===== src/rtl/bsg_noc_ctrl_pkg.sv =====
// Shared types and helpers for the locking crossbar control.
package bsg_noc_ctrl_pkg;

   // Per-output lock state: free to arbitrate, or held by one input mid-packet.
   typedef enum logic [0:0] {
      e_idle   = 1'b0,
      e_locked = 1'b1
   } bsg_xbar_lock_state_e;

   // Index width that stays at least 1 bit, even for a single element.
   function automatic int safe_clog2(input int n);
      return (n <= 1) ? 1 : $clog2(n);
   endfunction

   // Next round-robin pointer.
   // The wrap to 0 is explicit so that non-power-of-two counts work.
   function automatic int rr_next_ptr(input int ptr, input int els);
      if (ptr + 1 >= els) return 0;
      else return ptr + 1;
   endfunction

endpackage


===== src/rtl/bsg_arb_rr_locking.sv =====
// One output port of the crossbar.
// Round-robin arbitration among the requesting inputs. The grant then stays
// locked to the winning input until that input's tail flit is accepted.
module bsg_arb_rr_locking
   import bsg_noc_ctrl_pkg::*;
#(
   parameter  int i_els_p     = 2,
   localparam int lg_i_els_lp = safe_clog2(i_els_p)
) (
   input  logic                   clk_i,
   input  logic                   reset_n_i,
   input  logic [i_els_p-1:0]     reqs_i,
   input  logic [i_els_p-1:0]     last_i,
   input  logic                   ready_and_i,
   output logic [i_els_p-1:0]     grants_o,
   output logic                   valid_o,
   output logic                   locked_o,
   output logic [lg_i_els_lp-1:0] owner_o
);

   bsg_xbar_lock_state_e   state_r;
   logic [lg_i_els_lp-1:0] owner_r;
   logic [lg_i_els_lp-1:0] rr_ptr_r;
   logic [lg_i_els_lp-1:0] winner;
   logic                   accept;

   // Grant generation.
   // When locked, only the owner can be granted, and a missing owner flit is a bubble.
   // When idle, scan from rr_ptr upward with a wrap at i_els_p.
   always_comb begin
      logic [lg_i_els_lp:0] idx;
      logic                 found;
      grants_o = '0;
      winner   = '0;
      found    = 1'b0;
      idx      = '0;
      if (state_r == e_locked) begin
         winner = owner_r;
         if (reqs_i[owner_r]) grants_o[owner_r] = 1'b1;
      end else begin
         for (int j = 0; j < i_els_p; j++) begin
            idx = {1'b0, rr_ptr_r} + (lg_i_els_lp+1)'(j);
            if (idx >= (lg_i_els_lp+1)'(i_els_p)) idx = idx - (lg_i_els_lp+1)'(i_els_p);
            if (!found && reqs_i[idx[lg_i_els_lp-1:0]]) begin
               found = 1'b1;
               grants_o[idx[lg_i_els_lp-1:0]] = 1'b1;
               winner = idx[lg_i_els_lp-1:0];
            end
         end
      end
   end

   assign valid_o  = |grants_o;
   assign accept   = valid_o & ready_and_i;
   assign locked_o = (state_r == e_locked);
   assign owner_o  = owner_r;

   // State update on accept.
   // Priority only moves when a head is taken from the idle state.
   // A tail accepted while locked releases the lock without a same-cycle re-grant.
   always_ff @(posedge clk_i or negedge reset_n_i) begin
      if (!reset_n_i) begin
         state_r  <= e_idle;
         owner_r  <= '0;
         rr_ptr_r <= '0;
      end else if (accept) begin
         if (state_r == e_idle) begin
            rr_ptr_r <= lg_i_els_lp'(rr_next_ptr(int'(winner), i_els_p));
            if (!last_i[winner]) begin
               state_r <= e_locked;
               owner_r <= winner;
            end
         end else if (last_i[owner_r]) begin
            state_r <= e_idle;
         end
      end
   end

endmodule


===== src/rtl/bsg_crossbar_control_locking_o_by_i.sv =====
// Control for an o-by-i wormhole crossbar.
// Decodes per-input destination requests, runs one locking round-robin arbiter
// per output, and folds the grants back into a per-input yumi.
module bsg_crossbar_control_locking_o_by_i
   import bsg_noc_ctrl_pkg::*;
#(
   parameter  int i_els_p     = 3,
   parameter  int o_els_p     = 2,
   localparam int lg_o_els_lp = safe_clog2(o_els_p),
   localparam int lg_i_els_lp = safe_clog2(i_els_p)
) (
   input  logic                         clk_i,
   input  logic                         reset_n_i,
   input  logic [i_els_p-1:0]           valid_i,
   input  logic [i_els_p*lg_o_els_lp-1:0] sel_io_i,
   input  logic [i_els_p-1:0]           last_i,
   output logic [i_els_p-1:0]           yumi_o,
   input  logic [o_els_p-1:0]           ready_and_i,
   output logic [o_els_p-1:0]           valid_o,
   output logic [o_els_p*i_els_p-1:0]   grants_oi_one_hot_o,
   output logic [o_els_p-1:0]           locked_o
);

   logic [o_els_p-1:0][i_els_p-1:0]     reqs;
   logic [o_els_p-1:0][i_els_p-1:0]     grants;
   logic [o_els_p-1:0][lg_i_els_lp-1:0] owners;

   // Request decode: each valid input requests exactly the output its select names.
   always_comb begin
      for (int o = 0; o < o_els_p; o++) begin
         for (int i = 0; i < i_els_p; i++) begin
            reqs[o][i] = valid_i[i] && (sel_io_i[i*lg_o_els_lp +: lg_o_els_lp] == lg_o_els_lp'(o));
         end
      end
   end

   for (genvar o = 0; o < o_els_p; o++) begin : g_out
      bsg_arb_rr_locking #(
         .i_els_p (i_els_p)
      ) arb (
         .clk_i       (clk_i),
         .reset_n_i   (reset_n_i),
         .reqs_i      (reqs[o]),
         .last_i      (last_i),
         .ready_and_i (ready_and_i[o]),
         .grants_o    (grants[o]),
         .valid_o     (valid_o[o]),
         .locked_o    (locked_o[o]),
         .owner_o     (owners[o])
      );

      // An owner must keep steering to its locked output while it presents flits.
      a_owner_sel : assert property (@(posedge clk_i) disable iff (!reset_n_i)
         !(locked_o[o] && valid_i[owners[o]] &&
           (sel_io_i[owners[o]*lg_o_els_lp +: lg_o_els_lp] != lg_o_els_lp'(o))));
   end

   assign grants_oi_one_hot_o = grants;

   // Yumi: an input is consumed when its output grants it and the output is ready.
   always_comb begin
      yumi_o = '0;
      for (int o = 0; o < o_els_p; o++) begin
         for (int i = 0; i < i_els_p; i++) begin
            yumi_o[i] = yumi_o[i] | (grants[o][i] & ready_and_i[o]);
         end
      end
   end

endmodule


===== config.mk =====
export PLATFORM = sky130hd
export DESIGN_NAME = bsg_crossbar_control_locking_o_by_i
export DESIGN_NICKNAME = d
export VERILOG_FILES = /design/src/rtl/bsg_noc_ctrl_pkg.sv /design/src/rtl/bsg_arb_rr_locking.sv /design/src/rtl/bsg_crossbar_control_locking_o_by_i.sv
export SDC_FILE = /design/constraint.sdc
export NUM_CORES = 1
export LEC_CHECK = 0
export BUFFER_PORTS_ARGS = -buffer_cell sky130_fd_sc_hd__buf_2
export CAP_MARGIN = 20
export CORE_MARGIN = 5
export CORE_UTILIZATION = 43
export DETAILED_ROUTE_END_ITERATION = 8
export GPL_TIMING_DRIVEN = 0
export HOLD_SLACK_MARGIN = 0.1
export SYNTH_ARGS = -nofsm -noshare
export SYNTH_HDL_FRONTEND = slang
export SYNTH_HIERARCHICAL = 1
export SYNTH_SLANG_ARGS = --single-unit

===== constraint.sdc =====
create_clock -name clk_i -period 3.37 [get_ports clk_i]
set_input_delay 0.674 -clock clk_i [delete_from_list [all_inputs] [get_ports clk_i]]
set_output_delay 0.674 -clock clk_i [all_outputs]
set_load 0.02 [all_outputs]

## After elaboration in Yosys (flattened, before gate mapping)

Cells that the tools add are included.
Widths: inputs -> output; s select.

- Bits in registers: 10
- Latch bits: 0
- Bits in writable memories: 0
- ROM bits: 0
- Output and inout bits: 13
- Word-level logic and storage cells: 184
- Memories: 0

- $add $sub $neg: 12
- Multipliers: 0
- Divide/modulo/power cells: 0
- Order comparisons: 26
- Equality and inequality tests: 0
- Shift-type cells: 0
- Muxes and demuxes: 90
- Bitwise logic cells: 22
- Reduce and logical (&&, ||, !) cells: 28

Operators by type and width:

| operator | count |
|---|---|
| $mux 2 | 22 |
| $mux 3 | 14 |
| $mux 1 | 34 |
| $lt 2x3->1 const B | 10 |
| $bmux 1 s2 | 12 |
| $ge 3x2->1 const B | 6 |
| $logic_and 1x1->1 | 18 |
| $demux 1 s2 | 8 |
| $ge 2x1->1 const B | 8 |
| $add 2x1->3 const B | 4 |
| $or 3x3->3 | 4 |
| $sub 2x2->2 const B | 6 |
| $and 1x1->1 | 8 |
| $not 1->1 | 7 |
| $add 2x2->3 const B | 2 |
| $reduce_and 3->1 | 2 |
| $reduce_or 3->1 | 2 |
| $ge 2x2->1 const B | 2 |
| $logic_not 1->1 | 4 |
| $reduce_and 2->1 | 2 |
| $or 1x1->1 | 3 |

## Logic depth before layout (Yosys ltp)

- Depth in word-level cells: 19
- Mapped depth: 10
- Depth with buffers taken out: 9

## Modules after synthesis

Netlist, hierarchy kept.

By module, submodules not included:

| module | times used | cells an instance | area an instance (um^2) | seq. area each (um^2) |
|---|---|---|---|---|
| bsg_arb_rr_locking (g_out[1].arb) | 1 | 87 | 762.0 | 125.1 |
| bsg_arb_rr_locking (g_out[0].arb) | 1 | 84 | 683.2 | 125.1 |
| bsg_crossbar_control_locking_o_by_i | 1 | 9 | 63.8 | 0.0 |

## Worst setup path before layout

Ideal clock, no wire load.

- Kind: in2reg
- From: input valid_i[2]
- To: register g_out[0].arb.owner_r[1]
- Data arrival time: 3.143 ns
- Required time: 3.245 ns
- Setup slack: 0.102 ns
- Cell stages on the path: 8
- Path buffers: 0
- Cells stage by stage: nor2b_1 > inv_1 > or4_1 > a2111o_1 > o211ai_2 > nor3_2 > or4_4 > mux2_4

- Elaborated cells on any way between the ends: 36
- Classes of those cells: mux (25); bitwise (4); reduce/logical (7)

RTL lines:

| element | RTL line | source |
|---|---|---|
| start, declared | bsg_crossbar_control_locking_o_by_i.sv:14 | `input logic [i_els_p-1:0] valid_i,` |
| $logic_and 1x1->1 * | bsg_crossbar_control_locking_o_by_i.sv:32 | `reqs[o][i] = valid_i[i] && (sel_io_i[i*lg_o_els_lp +: lg_o_els_lp] == lg_o_els_lp'(o));` |
| $bmux 1 s2 | bsg_arb_rr_locking.sv:44 | `if (!found && reqs_i[idx[lg_i_els_lp-1:0]]) begin` |
| $mux 1 (not written as such) | bsg_arb_rr_locking.sv:44 |  |
| $mux 1 | bsg_arb_rr_locking.sv:44 |  |
| $mux 1 | bsg_arb_rr_locking.sv:37 | `if (state_r == e_locked) begin` |
| $logic_not 1->1 | bsg_arb_rr_locking.sv:44 |  |
| $logic_and 1x1->1 | bsg_arb_rr_locking.sv:44 |  |
| $mux 1 | bsg_arb_rr_locking.sv:44 |  |
| $mux 1 | bsg_arb_rr_locking.sv:37 |  |
| $logic_not 1->1 | bsg_arb_rr_locking.sv:44 |  |
| $logic_and 1x1->1 | bsg_arb_rr_locking.sv:44 |  |
| $mux 3 | bsg_arb_rr_locking.sv:44 |  |
| $mux 3 * | bsg_arb_rr_locking.sv:37 |  |
| net grants_oi_one_hot_o[0] | bsg_crossbar_control_locking_o_by_i.sv:20 | `output logic [o_els_p*i_els_p-1:0] grants_oi_one_hot_o,` |
| $reduce_or 3->1 * | bsg_arb_rr_locking.sv:53 | `assign valid_o = \|grants_o;` |
| $and 1x1->1 * | bsg_arb_rr_locking.sv:54 | `assign accept = valid_o & ready_and_i;` |
| $reduce_and 3->1 (no line) * | -- |  |
| end signal, assigned | bsg_arb_rr_locking.sv:71 | `owner_r <= winner;` |
| end, declared | bsg_arb_rr_locking.sv:22 | `logic [lg_i_els_lp-1:0] owner_r;` |

Mark *: on every way through the listed nets, which the timed path passes. The rest lies on a longest branch. The select of a mux whose other input is x is not followed.
A chain may end at the register's enable or synchronous reset.

## Worst setup path after layout

- From: register g_out[1].arb.rr_ptr_r[1]
- To: output yumi_o[0]

- Word-level cells in the longest chain between the ends: 17
- Elaborated cells on any way between the ends: 53
- Classes of those cells: add/sub (5); order compare (9); mux (28); bitwise (4); reduce/logical (7)

Ends and longest elaborated chain:

| element | RTL line | source |
|---|---|---|
| start, declared | bsg_arb_rr_locking.sv:23 | `logic [lg_i_els_lp-1:0] rr_ptr_r;` |
| start signal, assigned | bsg_arb_rr_locking.sv:68 | `rr_ptr_r <= lg_i_els_lp'(rr_next_ptr(int'(winner), i_els_p));` |
| branches (longest 13 deep; another with $add 2x1->3) | -- |  |
| $mux 3 * | bsg_arb_rr_locking.sv:44 |  |
| $mux 3 * | bsg_arb_rr_locking.sv:37 |  |
| $and 1x1->1 * | bsg_crossbar_control_locking_o_by_i.sv:65 | `yumi_o[i] = yumi_o[i] \| (grants[o][i] & ready_and_i[o]);` |
| $or 1x1->1 * | bsg_crossbar_control_locking_o_by_i.sv:65 |  |
| end, declared | bsg_crossbar_control_locking_o_by_i.sv:17 | `output logic [i_els_p-1:0] yumi_o,` |

Mark *: on every way between the ends. The select of a mux whose other input is x is not followed.

==> key figures <==
Routing
  • Routed vias: 1493
  • 1st-iter DRT viols: 112
  • Final WL: 3.970 mm
  • DR DRC count: 0
  • Pre-antenna DRT Iters: 4
  • Routed Antenna Nets: 0
  • Vias per cell: 5.787
  • WL/cell: 15.39 µm

Die
  • DIE HEIGHT: 69.24 µm
  • Full die area: 4794 µm²
  • Row Count: 21
  • Top Ports: 26
  • Die width: 69.24 µm
  • Initial Util: 44.87%
  • Placeable Area: 3363 µm²

Setup path
  • Slowest CP cell: or3b_2
  • Critical path arrival: 2.60 ns
  • Critical path required time: 2.70 ns
  • Crit Path Max Fanout: 7
  • Crit path kind: flop to primary output
  • Crit. End Element: primary output
  • Kind of cell adding the most delay to the critical path: multiplexers
  • Max incr delay on CP: 0.48 ns
  • Critical-path cell list: inv_2 -> ha_1 -> buf_6 -> mux2_4 -> mux2_4 -> inv_1 -> nor2_1 -> or3b_2 -> a22o_1 -> buf_4
  • Sum of buffers and inverters on the critical path: 4
  • Critical Path Source Type: flop
  • Worst path most repeated cell: mux2_4

CTS
  • Clk Latency, worst-skew pair: 0.25 ns
  • Clock tree from TritonCTS: yes
  • Clk root buf: clkbuf_4
  • CTS max path bufs: 2
  • Clk slew on worst S/H paths: 0.06 ns
  • CTS Buf Count: 3
  • # hold bufs at CTS: 0
  • Clock sinks: 10
  • CTS H-tree lvls: 1

Synthesis
  • Post-synth design cell area: 1509 µm²
  • Synth Net Count: 201
  • Main synth FF type: dfrtp_1
  • Synth Instances: 180
  • Post-synthesis sequential area ratio: 16.58%
  • Register bit total from synthesis: 10
  • FFs w/ async S/R, synth: 100.0%
  • Synth cell types: 62
  • Syn avg cell area: 8.383 µm²
  • Post-synth EDFFs: 0
  • Synthesis warning total: 6

Global route
  • Global-route wire length before repair: 6.727 mm
  • Initial antenna violation count: 0
  • Number of global-route vias before repair: 1423
  • GRT overflow: 0
  • Largest net degree at the start of global routing: 11
  • Global Route Usage Sum: 16.33%

Min path
  • Worst hold path class: input port to async pin

Layout
  • Share of layout cells above drive strength 1: 29.72%
  • Area Overhead vs Synth: 18.16%
  • Nets: 235
  • # diodes: 0
  • Commonest non-fill, non-tap cells in the layout: 25 x buf_2, 16 x inv_1, 14 x nand2_1, 13 x o21ai_0, 11 x mux2i_1
  • Filler cells: 348
  • Most common cell after layout, fill and taps aside: buf_2
  • Final non-filler cell total: 258

Pwr
  • Leak: 0.7867 nW
  • Pwr Density: 989.7 nW/µm²
  • Tot Pwr: 1.765 mW
  • Peak VDD IR: 0.0004104 V

Outcome
  • Status: complete, no violations

Timing
  • Crit share post-route: 97.01%
  • Layout Skew: 0.0002590 ns
  • Crit path time final: 3.269 ns
  • Slew @ Worst Pin: 0.9425 ns
  • Fmax: 305.9 MHz
  • Final slew viol count: 0
  • Final setup viols: 0
  • Slew headroom: 36.37%
  • Fin. Hold Viols: 0

Flow run
  • Max-cap violations: 0

Place
  • Port bufs: 25
  • Placer congestion estimate: 0.8895
  • Placed cell count: 251
  • Dpl hpwl: 3.226 mm
[per-stage QoR]
step | util (%) | hold WS [ns] | setup TNS [ns] | worst slack [ns] | instance area [µm²]
floorplan | - | 0.3784 | 0 | 0.1024 | 1509
global placement | 50.30 | 0.5373 | -0.2984 | -0.1422 | 1692
detailed placement | 50.30 | 0.5458 | -0.3786 | -0.1581 | 1692
CTS | 51.04 | 0.2568 | 0 | 0.008325 | 1717
global route | 53.01 | 0.2567 | -0.01696 | -0.01696 | 1783
finish | 53.01 | 0.2637 | 0 | 0.1006 | 1783
[worst paths after layout]
check,startpoint,end,slack [ns],cells past startpoint
setup / recovery,g_out[1].arb/rr_ptr_r[1]$_DFFE_PN0P_,yumi_o[0],0.10,10
hold / removal,reset_n_i,g_out[0].arb/owner_o[1]$_DFFE_PN0P_,0.26,1
setup reg to reg,g_out[0].arb/rr_ptr_r[0]$_DFFE_PN0P_,g_out[0].arb/owner_o[1]$_DFFE_PN0P_,0.13,11
hold reg to reg,g_out[1].arb/rr_ptr_r[0]$_DFFE_PN0P_,g_out[1].arb/rr_ptr_r[0]$_DFFE_PN0P_,0.56,2
max in group asynchronous,reset_n_i,g_out[1].arb/rr_ptr_r[1]$_DFFE_PN0P_,2.92,1
min in group clk_i,g_out[1].arb/rr_ptr_r[0]$_DFFE_PN0P_,g_out[1].arb/rr_ptr_r[0]$_DFFE_PN0P_,0.56,2
[synth_stat cells, drive strengths merged, types with 4 or more instances]
| master | n | share of area, % |
|---|---|---|
| a21oi | 4 | 1.6 |
| nand3b | 4 | 2.2 |
| nand2 | 14 | 3.5 |
| ha | 8 | 6.6 |
| mux2 | 6 | 6.0 |
| o211ai | 6 | 4.6 |
| mux2i | 11 | 7.3 |
| buf | 5 | 2.5 |
| nor2b | 8 | 3.3 |
| nand2b | 6 | 2.5 |
| inv | 18 | 4.5 |
| dfrtp | 10 | 17 |
| nor2 | 10 | 2.5 |
| o21ai | 14 | 4.6 |
[area by class of cell]
| type | instances | area [µm²] | area share [%] |
|---|---|---|---|
| tap | 46 | 57.56 | 3.228 |
| timing repair buffer | 29 | 160.2 | 8.982 |
| buffer | 7 | 52.55 | 2.947 |
| clock buffer | 3 | 22.52 | 1.263 |
| multi-input combinational | 145 | 1172 | 65.75 |
| inverter | 18 | 67.56 | 3.789 |
| sequential | 10 | 250.2 | 14.04 |
[where the power goes]
part | total [mW] | internal (mW) | leakage (nW) | switching [mW]
Combinational | 1.43 | 0.622 | 0.648 | 0.807
Sequential | 0.259 | 0.177 | 0.125 | 0.0822
Clock | 0.0767 | 0.0410 | 0.0138 | 0.0357
Total | 1.76 | 0.840 | 0.787 | 0.925
[state kept, by name, summed over array words and instances, names as in the netlist]
register,flops
g_out.arb/owner_o,4
g_out.arb/rr_ptr_r,4
g_out.arb/locked_o,2
[cell families (layout without fill, tap and decap cells)]
logic type / after synthesis / count (layout) / synth area share [%]
fa+ha+maj: 8 / 8 / 6.634
compound gates: 54 / 54 / 29.77
simple gates: 66 / 66 / 26.29
mux: 17 / 17 / 13.27
flops: 10 / 10 / 16.58
buf+inv: 25 / 57 / 7.462
[what timing repair did]
item                                    in CTS  in global routing
endpoints found under the setup margin       2                  2
resized for setup                            1                 14
pin swaps                                    0                  4
buffers inserted                             0                  4
[routing by layer]
metal / part of all wire [%] / global-route usage, %
met4: 0.23 / 4.338
met5: 0 / 0
met2: 44 / 24.36
met1: 52 / 24.23
met3: 4.2 / 2.464
Note: power is estimated with default switching activity, not from simulation.
